<file path="src/rtl/control_ajuste.sv">
// Time-setting controller: au/dis step the selected field (h/m/s) with wrap and auto-repeat, sel rotates the field.
// Steps land one clk after the registered input edge; there is no backpressure and every step is taken.
module control_ajuste #(
  parameter int REPEAT_DELAY = 50000000,
  parameter int REPEAT_RATE  = 10000000
) (
  input  logic       clk,
  input  logic       rst_n,
  input  logic       au,
  input  logic       dis,
  input  logic       sel,
  output logic [4:0] horas,
  output logic [5:0] minutos,
  output logic [5:0] segundos,
  output logic [1:0] campo,
  output logic       cambio
);

  typedef enum logic [1:0] {
    HORAS    = 2'b00,
    MINUTOS  = 2'b01,
    SEGUNDOS = 2'b10,
    INVALIDO = 2'b11
  } campo_t;

  localparam logic [26:0] DELAY_C   = 27'(REPEAT_DELAY);
  localparam logic [26:0] RPT_END_C = 27'(REPEAT_DELAY + REPEAT_RATE);

  campo_t      state, state_n;
  logic        au_q, dis_q, sel_q;
  logic        arm;
  logic        act, act_n;
  logic        dir_up, dir_up_n;
  logic [26:0] cnt, cnt_n;
  logic        step_up, step_dn;
  logic [4:0]  horas_n;
  logic [5:0]  minutos_n, segundos_n;
  logic        cambio_n;
  logic        au_r, dis_r, sel_r;
  logic        up_only, dn_only;
  logic [5:0]  h_wide;

  function automatic logic [5:0] wrap_step(input logic [5:0] v, input logic [5:0] maxv,
                                           input logic up);
    if (up) return (v == maxv) ? 6'd0 : v + 6'd1;
    else    return (v == 6'd0) ? maxv : v - 6'd1;
  endfunction

  // arm masks the first cycle after reset so a level held through reset is not seen as an edge
  assign au_r    = arm & au  & ~au_q;
  assign dis_r   = arm & dis & ~dis_q;
  assign sel_r   = arm & sel & ~sel_q;
  assign up_only = au & ~dis;
  assign dn_only = dis & ~au;
  assign campo   = state;

  always_ff @(posedge clk or negedge rst_n) begin
    if (!rst_n) begin
      au_q  <= 1'b0;
      dis_q <= 1'b0;
      sel_q <= 1'b0;
      arm   <= 1'b0;
    end else begin
      au_q  <= au;
      dis_q <= dis;
      sel_q <= sel;
      arm   <= 1'b1;
    end
  end

  always_ff @(posedge clk or negedge rst_n) begin
    if (!rst_n) state <= HORAS;
    else        state <= state_n;
  end

  always_comb begin
    state_n = state;
    unique case (state)
      HORAS:    if (sel_r) state_n = MINUTOS;
      MINUTOS:  if (sel_r) state_n = SEGUNDOS;
      SEGUNDOS: if (sel_r) state_n = HORAS;
      default:  state_n = HORAS;
    endcase
  end

  // A hold only becomes active from a real edge, so repeats never start from a level alone.
  always_comb begin
    step_up  = 1'b0;
    step_dn  = 1'b0;
    act_n    = act;
    dir_up_n = dir_up;
    cnt_n    = cnt;
    if (au_r || dis_r) begin
      cnt_n = 27'd0;
      if (au_r && !dis) begin
        act_n    = 1'b1;
        dir_up_n = 1'b1;
        step_up  = ~sel_r;
      end else if (dis_r && !au) begin
        act_n    = 1'b1;
        dir_up_n = 1'b0;
        step_dn  = ~sel_r;
      end else begin
        act_n = 1'b0;
      end
    end else if (act) begin
      if ((dir_up && up_only) || (!dir_up && dn_only)) begin
        if (sel_r) begin
          cnt_n = 27'd0;
        end else begin
          cnt_n = cnt + 27'd1;
          if (cnt_n == DELAY_C || cnt_n == RPT_END_C) begin
            step_up = dir_up;
            step_dn = ~dir_up;
            // fold back so each further repeat is REPEAT_RATE after the previous one
            if (cnt_n == RPT_END_C) cnt_n = DELAY_C;
          end
        end
      end else begin
        act_n = 1'b0;
        cnt_n = 27'd0;
      end
    end
  end

  always_comb begin
    horas_n    = horas;
    minutos_n  = minutos;
    segundos_n = segundos;
    cambio_n   = 1'b0;
    h_wide     = wrap_step({1'b0, horas}, 6'd23, step_up);
    if (step_up || step_dn) begin
      case (state)
        HORAS: begin
          horas_n  = h_wide[4:0];
          cambio_n = 1'b1;
        end
        MINUTOS: begin
          minutos_n = wrap_step(minutos, 6'd59, step_up);
          cambio_n  = 1'b1;
        end
        SEGUNDOS: begin
          segundos_n = wrap_step(segundos, 6'd59, step_up);
          cambio_n   = 1'b1;
        end
        default: ;
      endcase
    end
  end

  always_ff @(posedge clk or negedge rst_n) begin
    if (!rst_n) begin
      act      <= 1'b0;
      dir_up   <= 1'b0;
      cnt      <= 27'd0;
      horas    <= 5'd0;
      minutos  <= 6'd0;
      segundos <= 6'd0;
      cambio   <= 1'b0;
    end else begin
      act      <= act_n;
      dir_up   <= dir_up_n;
      cnt      <= cnt_n;
      horas    <= horas_n;
      minutos  <= minutos_n;
      segundos <= segundos_n;
      cambio   <= cambio_n;
    end
  end

endmodule

</file>
<file path="config.mk">
export PLATFORM = sky130hd
export DESIGN_NAME = control_ajuste
export DESIGN_NICKNAME = d
export VERILOG_FILES = /design/src/rtl/control_ajuste.sv
export SDC_FILE = /design/constraint.sdc
export NUM_CORES = 1
export LEC_CHECK = 0
export CAP_MARGIN = 20
export CORE_MARGIN = 2
export CORE_UTILIZATION = 50
export DETAILED_ROUTE_END_ITERATION = 8
export DONT_BUFFER_PORTS = 1
export HOLD_SLACK_MARGIN = 0.05
export MAX_ROUTING_LAYER = met4
export PLACE_DENSITY = 0.68
export SLEW_MARGIN = 15
export SYNTH_ARGS = -nofsm -noshare
export SYNTH_HDL_FRONTEND = slang
export SYNTH_SLANG_ARGS = --single-unit
</file>
<file path="constraint.sdc">
create_clock -name clk -period 3.5 [get_ports clk]
set_clock_uncertainty 0.15 [all_clocks]
set_input_delay 1.05 -clock clk [delete_from_list [all_inputs] [get_ports clk]]
set_output_delay 1.05 -clock clk [all_outputs]
set_load 0.01 [all_outputs]
</file>
==> results of run 1 <==
-- cell type report --
cell class | instances | share of cell area
multi-input combinational | 411 | 0.5510
sequential | 53 | 0.2722
timing repair buffer | 67 | 0.1094
tap | 105 | 0.02691
clock buffer | 5 | 0.01410
clock inverter | 3 | 0.01333
inverter | 17 | 0.01307
-- final timing paths --
path / start / endpoint / slack (ps)
setup / recovery: cnt[1] / minutos[4] / 20
setup reg to reg: cnt[1] / minutos[4] / 20
hold / removal: rst_n / cnt[25] / 270
min in group clk: cnt[26] / cnt[26] / 370
max in group asynchronous: rst_n / minutos[4] / 2820
hold reg to reg: cnt[26] / cnt[26] / 370
-- per-stage QoR --
step | area [um2] | hold slack, ps | worst slack (ps)
after floorplan | 4164 | 310.4 | 18.63
after global placement | 4604 | 333.9 | 44.70
after detailed placement | 4604 | 364.0 | -25.42
after CTS | 4768 | 264.3 | 0.08282
after global routing | 4882 | 253.6 | -115.1
final | 4882 | 269.5 | 17.46
-- cells in the mapped netlist (4+ instances only) --
cell type  count  share of area
o31ai_1       11          0.020
nor4_1        12          0.018
and4_1         4         0.0085
o21ai_0       56          0.068
and3_1         9          0.014
o211ai_1       7          0.013
clkbuf_1      18          0.016
mux2i_1        8          0.019
nand2b_1      11          0.017
and2_1         8          0.012
dfrtp_1       53           0.32
nand4_1       16          0.024
nand3_1       27          0.033
nor2_1        42          0.038
xnor2_1       10          0.021
nand2_1       39          0.035
inv_1         17          0.015
a21oi_1       29          0.035
buf_2          9          0.011
o31a_1         4         0.0085
a31oi_1        6         0.0091
or3_1          7          0.011
a211oi_1       6          0.011
or4_1          5         0.0091
xor2_1         6          0.013
nor3_1        14          0.017
nor2b_1        5         0.0076
ha_1           9          0.027
-- power by group --
part	total, mW	leakage (nW)	switching [mW]	internal [mW]
logic	0.607	1.27	0.307	0.300
registers	0.969	0.697	0.266	0.703
clock network	0.488	0.0681	0.203	0.284
total	2.06	2.04	0.776	1.29
-- kinds of logic after synthesis --
logic type                 after synthesis  synth area share
and+or+nand+nor                        216            0.2850
other                                    1         0.0009057
muxes                                   10           0.02478
AOI/OAI and AO/OA                      158            0.2557
xor gates and xnor gates                16           0.03385
buffers and inverters                   50           0.05228
adders and majority gates                9           0.02720
DFF                                     53            0.3203
-- state kept, by name (all words and copies together), names as in the netlist --
signal,cells
cnt,27
minutos,6
segundos,6
horas,5
campo,2
act,1
arm,1
au_q,1
cambio,1
dir_up,1
dis_q,1
sel_q,1
-- worst max-delay path: cells and delay by family, from the launching register on --
| kind | cells | cell delay [ps] |
|---|---|---|
| compound gates | 5 | 1210 |
| fa+ha+maj | 1 | 170 |
| buf+inv | 1 | 140 |
| flops | 1 | 440 |
| simple gates | 4 | 1310 |
-- metal layers --
layer	up-vias	global-route usage	wire, um
li1	1977	-	-
met1	1965	0.3235	4735
met2	122	0.4226	5255
met3	8	0.03192	498
met4	0	0.05556	131
met5	-	-	0
-- timing repair --
action,CTS,global route
hold buffers,0,0
cloned,0,1
setup endpoints to repair,5,21
gates resized for setup,5,14
pin swaps,4,10
buffers inserted,1,6
==> results by group, run 1 <==
Run status
  – Status: finished, final reports clean

Critical path
  – Worst EP required: ~3600 ps
  – Max stage delay on crit path: 570 ps
  – Nature of the critical path endpoint: flip-flop
  – Crit-path slowest cell: or4_4
  – WS Path Type: flip-flop to flip-flop
  – Crit path DAT: about 3600 ps
  – CP max FO: 5
  – R2R depth: 11
  – Element type at the critical path start: flip-flop
  – CP cell instances: ha_4, nand4_1, nor4_4, or3b_2, a221o_1, or4_4, a211o_4, a21oi_4, buf_6, o21a_1, a2bb2oi_2

Floorplan
  – Initial Util: 0.5090
  – I/O pin cnt: 25
  – Cell Rows: 33
  – Die H: 95.00 um
  – DIE AREA: approximately 9000 um2
  – DIE WIDTH: about 95 um
  – Core area: 8134 um2

Synth
  – Yosys warns: 0
  – Number of synthesized flops with an enable pin: 0
  – Sequential share of the synthesized area: 0.3203
  – Yosys reg bits: 53
  – Async SR Flop Fraction: 1.000
  – Synth Instances: 513
  – Syn avg cell area: a little over 8 um2
  – Main synth FF type: dfrtp_1
  – Syn Nets: roughly 530
  – Netlist cell types: 69
  – Cell area after synthesis: between 4000 and 5000 um2

Job
  – MaxCap Viol Count: 0

Layout
  – Fin util: 0.6002
  – Leading cell type in the layout, fill and taps excluded: buf_4
  – NumNets Final: between 500 and 600
  – ANT cells: 0
  – Finished Layout Cells: 661
  – Most frequent cells in the layout: 61 x buf_4, 52 x o21ai_0, 51 x dfrtp_1
  – Layout cells sized above 1: 0.2086
  – Filler instances: around 680
  – P&R area growth vs syn: 17.92%
  – Multi-input gate area: 2690 um2
  – Reg area: 1329 um2

GRT
  – Total global routing overflow: 0
  – Number of global-route vias before repair: ~3800
  – All-Layer GR Usage: 0.2508
  – Global-route wire length before repair: approximately 18 mm
  – Antenna violations before repair: 0
  – Largest net degree at the start of global routing: 54

CTS
  – CTS tree: yes
  – TritonCTS buffer count: 5
  – Root Buffer: clkbuf_8
  – Clock Sinks: 53
  – CTS H-Tree Depth: 2
  – Insertion delay to the later sink of the worst-skew pair: 310 ps
  – Clk pin slew, worst setup/hold paths: 100 ps
  – Max clock buf depth: 2

Pwr
  – P per Cell Area: about 420 nW/um2
  – LEAKAGE: 2.040 nW
  – Tot Pwr: 2.064 mW
  – Worst VDD drop: ~0.35 mV

Routing
  – DR DRC count: 0
  – Post-DRT Antenna Nets: 0
  – Starting DRT DRC Count: between 300 and 400
  – Total routed wirelength: 10.62 mm
  – Vias post-DR: 4072
  – Drt wl/cell: 16.07 um
  – Drt first pass iters: 5
  – Detail-routed via count per cell: 6.160

Hold path
  – Worst min-delay path class: primary input to async pin

Place
  – Number of port buffers: 0
  – GPL Wtd Cong: 0.9755
  – Placed cell count: 644
  – HPWL after DPL: 7.695 mm

STA
  – Worst-Margin Slew: 593.3 ps
  – Fin crit period: 3483 ps
  – Peak Freq: ~0.29 GHz
  – Final setup fails: 0
  – Slew margin rel.: 0.6045
  – Fin crit share: 0.9950
  – RSZ-0062 raised after global routing: true
  – Total Neg Setup Slack: 0 ps
  – Fin. Hold Viols: 0
  – Max-slew violation count: 0
Note: power is estimated with default switching activity, not from simulation.
==> run 2, diff against run 1 <==
Settings changed: CTS_CLUSTER_DIAMETER set to 40, PLACE_DENSITY 0.68 to not set.
Clock period 3.5 ns to 4.15 ns, I/O delays scaled along.
==> run 2 against run 1 <==
Die area is the same; critical path depth rose by 1; core utilization down 5.4 points; sequential cell count is the same; sequential power shrank 16%.
==> results by group, run 2 (synthesis results as in run 1) <==
Run status
  – Status: finished, final reports clean

Routing
  – Drt wl/cell: ~16 um
  – Vias post-DR: 3894
  – Starting DRT DRC Count: 209
  – Detail-routed via count per cell: 6.291
  – Post-DRT Antenna Nets: 0
  – DR DRC count: 0
  – Drt first pass iters: 5
  – Total routed wirelength: 10.16 mm

Layout
  – Final instance area: 4439 um2
  – Leading cell type in the layout, fill and taps excluded: o21ai_0
  – Layout cells sized above 1: 0.1206
  – Filler instances: around 780
  – ANT cells: 0
  – Reg area: 1326 um2
  – Largest regs: cnt x27, minutos x6, segundos x6
  – Largest register FFs: 27
  – P&R area growth vs syn: 7.223%
  – NumNets Final: 527
  – Top reg by flops: cnt
  – Multi-input gate area: around 2600 um2
  – Most frequent cells in the layout: 56 x o21ai_0, 53 x dfrtp_1, 41 x nor2_1

CTS
  – Clock Sinks: 53
  – Max clock buf depth: 2
  – Root Buffer: clkbuf_8
  – CTS tree: yes
  – TritonCTS buffer count: 5
  – CTS H-Tree Depth: 2
  – Insertion delay to the later sink of the worst-skew pair: 320 ps
  – Clk pin slew, worst setup/hold paths: 120 ps

STA
  – Slew margin rel.: 0.5431
  – Peak Freq: roughly 0.26 GHz
  – Final setup fails: 0
  – Fin. Hold Viols: 0
  – RSZ-0062 raised after global routing: false
  – Max-slew violation count: 0
  – Total Neg Setup Slack: 0 ps
  – Fin crit share: 0.9234
  – Worst-Margin Slew: 684.7 ps
  – Fin crit period: 3832 ps

Pwr
  – Tot Pwr: roughly 1.6 mW
  – LEAKAGE: between 1.5 and 2 nW
  – P per Cell Area: between 300 and 400 nW/um2
  – Worst VDD drop: 0.2936 mV

GRT
  – Number of global-route vias before repair: 3502
  – Total global routing overflow: 0
  – Largest net degree at the start of global routing: 54
  – Global-route wire length before repair: ~17 mm
  – All-Layer GR Usage: 0.2441
  – Antenna violations before repair: 0

Place
  – GPL Wtd Cong: 0.9141
  – Number of port buffers: 0
  – HPWL after DPL: 7.424 mm
  – DP Area: 4288 um2

Critical path
  – CP cell instances: ha_2, nand3_1, or4_1, buf_4, or3_1, o211ai_1, or4_1, a21oi_2, nor2_2, buf_4, mux2i_1, o2bb2ai_1
  – Max stage delay on crit path: ~540 ps
  – Worst EP required: about 4200 ps
  – Nature of the critical path endpoint: flip-flop
  – R2R depth: 12
  – CP max FO: 15
  – Crit-path slowest cell: nor2_2
  – WS Path Type: flip-flop to flip-flop
  – Element type at the critical path start: flip-flop
  – Crit path DAT: a little under 4000 ps

Hold path
  – Hold Path Depth: 1
  – Worst min-delay path class: flip-flop to flip-flop

Floorplan
  – DIE AREA: 9024 um2
  – Die H: 95.00 um
  – DIE WIDTH: 95.00 um
  – Core area: 8134 um2
  – Cell Rows: 33
  – I/O pin cnt: 25
  – Initial Util: 0.5090

Job
  – MaxCap Viol Count: 0
run 2: repair_timing:
item / in CTS / in global routing
hold buffers: 0 / 0
resized for setup: 0 / 2
buffers inserted: 0 / 6
setup endpoints to repair: 0 / 15
run 2: path summary, 6_finish.rpt:
| kind | startpoint | to | slack, ps |
|---|---|---|---|
| max reg2reg | cnt[0] | segundos[3] | 320 |
| min | cnt[26] | cnt[26] | 370 |
| max in group asynchronous | rst_n | minutos[2] | 3290 |
| min reg2reg | cnt[26] | cnt[26] | 370 |
| min in group asynchronous | rst_n | segundos[3] | 450 |
| max | cnt[0] | segundos[3] | 320 |
run 2: area by class of cell:
type	count	share of cell area
sequential	53	0.2988
clock inverter	3	0.005919
tap	105	0.02959
multi-input combinational	410	0.5891
inverter	17	0.01437
timing repair buffer	26	0.04679
clock buffer	5	0.01550
run 2: metrics by stage:
step                      cells    util  setup WS (ps)  hold slack [ps]
after floorplan             513       -          436.6            310.4
after global placement      605  0.5272          238.2            348.2
after detailed placement    605  0.5272          188.6            356.7
after CTS                   613  0.5388          155.6            371.4
after global routing        619  0.5458          6.059            409.6
final                       619  0.5458          317.9            371.2
run 2: where the power goes:
| group | leakage [nW] | internal, mW | switching, mW |
|---|---|---|---|
| sequential | 0.700 | 0.593 | 0.222 |
| clock | 0.0495 | 0.126 | 0.193 |
| combinational | 1.05 | 0.249 | 0.244 |
| total | 1.80 | 0.968 | 0.659 |
run 2: worst max-delay path, delay by kind of cell, from the launching register on:
kind	cells	cell delay, ps
and+or+nand+nor	5	1790
muxes	1	210
buffers and inverters	2	520
adders and majority gates	1	270
DFF	1	470
AOI/OAI and AO/OA	3	320
run 2: metal layers:
metal,global-route usage,part of all wire
met4,0.07729,0.024
met1,0.3088,0.44
met3,0.04310,0.052
met5,-,0
met2,0.3978,0.48
==> edit 1 (settings of run 1) <==
Remove the register `cambio`: a continuous assignment takes its place, so the output `cambio` follows one clock earlier.
--- a/src/rtl/control_ajuste.sv
+++ b/src/rtl/control_ajuste.sv
@@ -158,3 +158,2 @@
       segundos <= 6'd0;
-      cambio   <= 1'b0;
     end else begin
@@ -166,3 +165,2 @@
       segundos <= segundos_n;
-      cambio   <= cambio_n;
     end
@@ -170,2 +168,4 @@
 
+  assign cambio = cambio_n;
+
 endmodule
Function: changed (Yosys sat finds a counterexample within 4 cycles, from zero or initial values and one cycle with rst_n low).
==> edit 1 against run 1 <==
  * The flow now finishes with violations (setup timing)
  * Non-clock buffer count increased by 49
  * Cell area increased by 7.6%
  * Hold slack got worse by 16 ps
  * Total power decreased by 5.7%
  * Setup slack got worse by 730 ps
  * Global-route usage increased by 3.8 points
  * Sequential cell count decreased by 1
  * First-iteration DRC count decreased by 13%
  * Synthesized area decreased by 0.60%
  * Die area decreased by 0.58%
  * Maximum frequency decreased by 17%
  * Sequential power decreased by 1%
  * Wire length increased by 13%
==> edit 1: results (changes against run 1) <==
Run status
  • Outcome: complete, but fails checks
  • Violated checks: setup timing

Placement
  • Placed Area: 4900 µm² (+6.4%)
  • Number of instances in the placed design: 683 (+6.1%)
  • Final weighted congestion in routability-driven placement: 0.969 (-0.64%)

Timing
  • Final setup fails: 2 (+2)
  • Setup slack of the critical path after layout: -714 ps (-732 ps)
  • Relative slew margins: 64.6% (+4.2 points)

Drt
  • Routed wire length: 12000 µm (+13%)
  • Number of DRC markers after the initial detailed-route iteration: 306 (-13%)

Critical path
  • Highest net fanout along the worst path: 7 (+2)
  • Register-to-Register Path Depth: 12 (+1)
  • Register-to-Register Setup Slack: -10 ps (-30 ps)
  • Signal arrival time at the worst endpoint: 3010 ps (-560 ps)
  • Largest stage delay on the critical path: 520 ps (-50 ps)

GRT
  • Total routing resource utilization after global routing: 28.9% (+3.8 points)
  • Vias in the first global route: 4167 (+9.2%)
  • Pin count of the biggest net entering global routing: 53 (-1.9%)

Yosys
  • Register area share after synthesis: 31.6% (-0.41 points)
  • Most used standard cells in the synthesized netlist: 56 x sky130_fd_sc_hd__o21ai_0, 52 x sky130_fd_sc_hd__dfrtp_1, 42 x sky130_fd_sc_hd__nor2_1
  • Synth Instances: 512 (-0.19%)

CTS
  • Postcts setup bufs: 5 (+4)
  • PostCTS Resize Cnt: 10 (+5)

Die
  • DIE WIDTH: 94.7 µm (-0.29%)

Layout
  • Non-clock buffer share: 17.0% (+6.1 points)
  • Count of plain and timing-repair buffers: 116 (+73%)
  • Final-stage net count: 617 (+8.4%)

Power and ir drop
  • Cell area power density: 370 nW/µm² (-12%)
==> edit 1: worst max path at each step <==
stage,end,slack [ps],cells after the start
6_report,cambio,-710,8
5_1_grt,cambio,-830,8
4_1_cts,cambio,-750,8
3_5_place_dp,cambio,-420,8
3_3_place_gp,cambio,-370,8
2_1_floorplan,cambio,-480,10
==> edit 1: cell families (layout without fill, tap and decap cells) <==
group,count (synthesis),after routing,synth area share [%]
adders and majority gates,9,9,2.74
muxes,10,10,2.49
buffers and inverters,50,141,5.26
xor gates and xnor gates,16,16,3.41
DFF,52,52,31.6
and+or+nand+nor,216,217,28.7
other,1,1,0.0911
AOI/OAI and AO/OA,158,158,25.7
==> edit 1: where the power goes <==
group | switching [mW] | internal, mW | leakage, nW
logic | 0.313 | 0.303 | 1.52
registers | 0.266 | 0.691 | 0.677
clock network | 0.225 | 0.147 | 0.0463
==> edit 2 (settings of run 1) <==
Made on the original files. Set the parameter `REPEAT_RATE` to 7500000 (it was 10000000).
--- a/src/rtl/control_ajuste.sv
+++ b/src/rtl/control_ajuste.sv
@@ -4,3 +4,3 @@
   parameter int REPEAT_DELAY = 50000000,
-  parameter int REPEAT_RATE  = 10000000
+  parameter int REPEAT_RATE  = 7500000
 ) (
Function: no difference found for any inputs over 10 cycles, from zero or initial values and one cycle with rst_n low; that may be too few to reach the edited logic, so the function may still have changed.
==> edit 2 against run 1 <==
  * Maximum frequency increased by 4.6%
  * Wire length is 1.3% higher
  * Final cell count decreased by 4.2%
  * Setup slack better by 150 ps
  * Sequential power shrank 0.6%
  * Clock power decreased by 23%
  * Sequential cell count stayed put
  * Cell area decreased by 8.2%
  * Synthesized area increased by 2.4%
  * Total power shrank 2.4%
  * Critical path type unchanged
  * Critical endpoint is now segundos[4]
==> edit 2: results (changes against run 1) <==
Run status
  • Outcome: completed

Yosys
  • Synth unique cells: 71 (+2.9%)
  • Most used standard cells in the synthesized netlist: 53 x sky130_fd_sc_hd__dfrtp_1, 48 x sky130_fd_sc_hd__o21ai_0, 44 x sky130_fd_sc_hd__nor2_1
  • Synthesized-area fraction occupied by ao, oa, aoi and oai cells: 24.1% (-1.5 points)
  • Largest cells by area after synthesis: sky130_fd_sc_hd__dfrtp_1 31%, sky130_fd_sc_hd__o21ai_0 5.7%, sky130_fd_sc_hd__nand3_1 4.3%
  • Post-Synth Adder-Cell Area: 2.66% (-0.063 points)

Placement
  • Pre-CTS setup slack: 118 ps (+143 ps)
  • Placed wire-length estimate: 7850 µm (+2.0%)

Drt
  • Wire length the detailed router placed on met1: 4590 µm (-3.0%)
  • WL met3: 489 µm (-1.8%)
  • Count of vias placed by the detailed router: 4008 (-1.6%)
  • Met2 wire len: 5570 µm (+6.0%)
  • Routed wire length: 10800 µm (+1.3%)

Critical path
  • Signal arrival time at the worst endpoint: 3390 ps (-180 ps)
  • Register-to-Register Path Depth: 9 (-2)
  • Critical Path Slowest Stage Cell: sky130_fd_sc_hd__or4_1
  • Highest net fanout along the worst path: 12 (+7)
  • Register-to-Register Setup Slack: 170 ps (+150 ps)
  • Reg2Reg Launch Point: cnt[3]

CTS
  • PostCTS Resize Cnt: 0 (-5)

Layout
  • Final-stage net count: 541 (-4.9%)
  • Non-filler instance count after layout: 633 (-4.2%)

GRT
  • Met2 Track Usage GR: 44.0% (+1.8 points)
  • Total routing resource utilization after global routing: 25.6% (+0.50 points)
  • Met1 demand-to-capacity share in global routing: 31.9% (-0.48 points)
  • First-pass GRT wire length: 18300 µm (+3.0%)
  • Met3 capacity usage during global routing: 3.68% (+0.49 points)

Power and ir drop
  • Peak supply drop: 0.318 mV (-10%)
  • Leakage power figure: 1.83 nW (-10%)
edit 2: report_power, final:
part	total [mW]	internal, mW	switching, mW
registers	0.963	0.703	0.260
clock network	0.375	0.161	0.214
logic	0.677	0.307	0.370
total	2.01	1.17	0.843
edit 2: final cells by class:
| cell class | instances | area, µm² | area share (%) |
|---|---|---|---|
| Clock buffer | 6 | 82.6 | 1.84 |
| Tap cell | 105 | 131 | 2.93 |
| Clock inverter | 2 | 13.8 | 0.307 |
| Multi-Input combinational cell | 412 | 2610 | 58.2 |
| Sequential cell | 53 | 1330 | 29.6 |
| Timing Repair Buffer | 30 | 225 | 5.02 |
| Inverter | 25 | 93.8 | 2.09 |
edit 2: how the worst max path moves through the flow:
| stage | from | end | slack (ps) |
|---|---|---|---|
| finish | cnt[3] | segundos[4] | 170 |
| global route | cnt[1] | segundos[3] | 20 |
| CTS | cnt[12] | minutos[2] | 90 |
| detailed placement | cnt[12] | segundos[4] | 120 |
| global placement | cnt[12] | segundos[2] | 150 |
| floorplan | cnt[0] | minutos[4] | 150 |
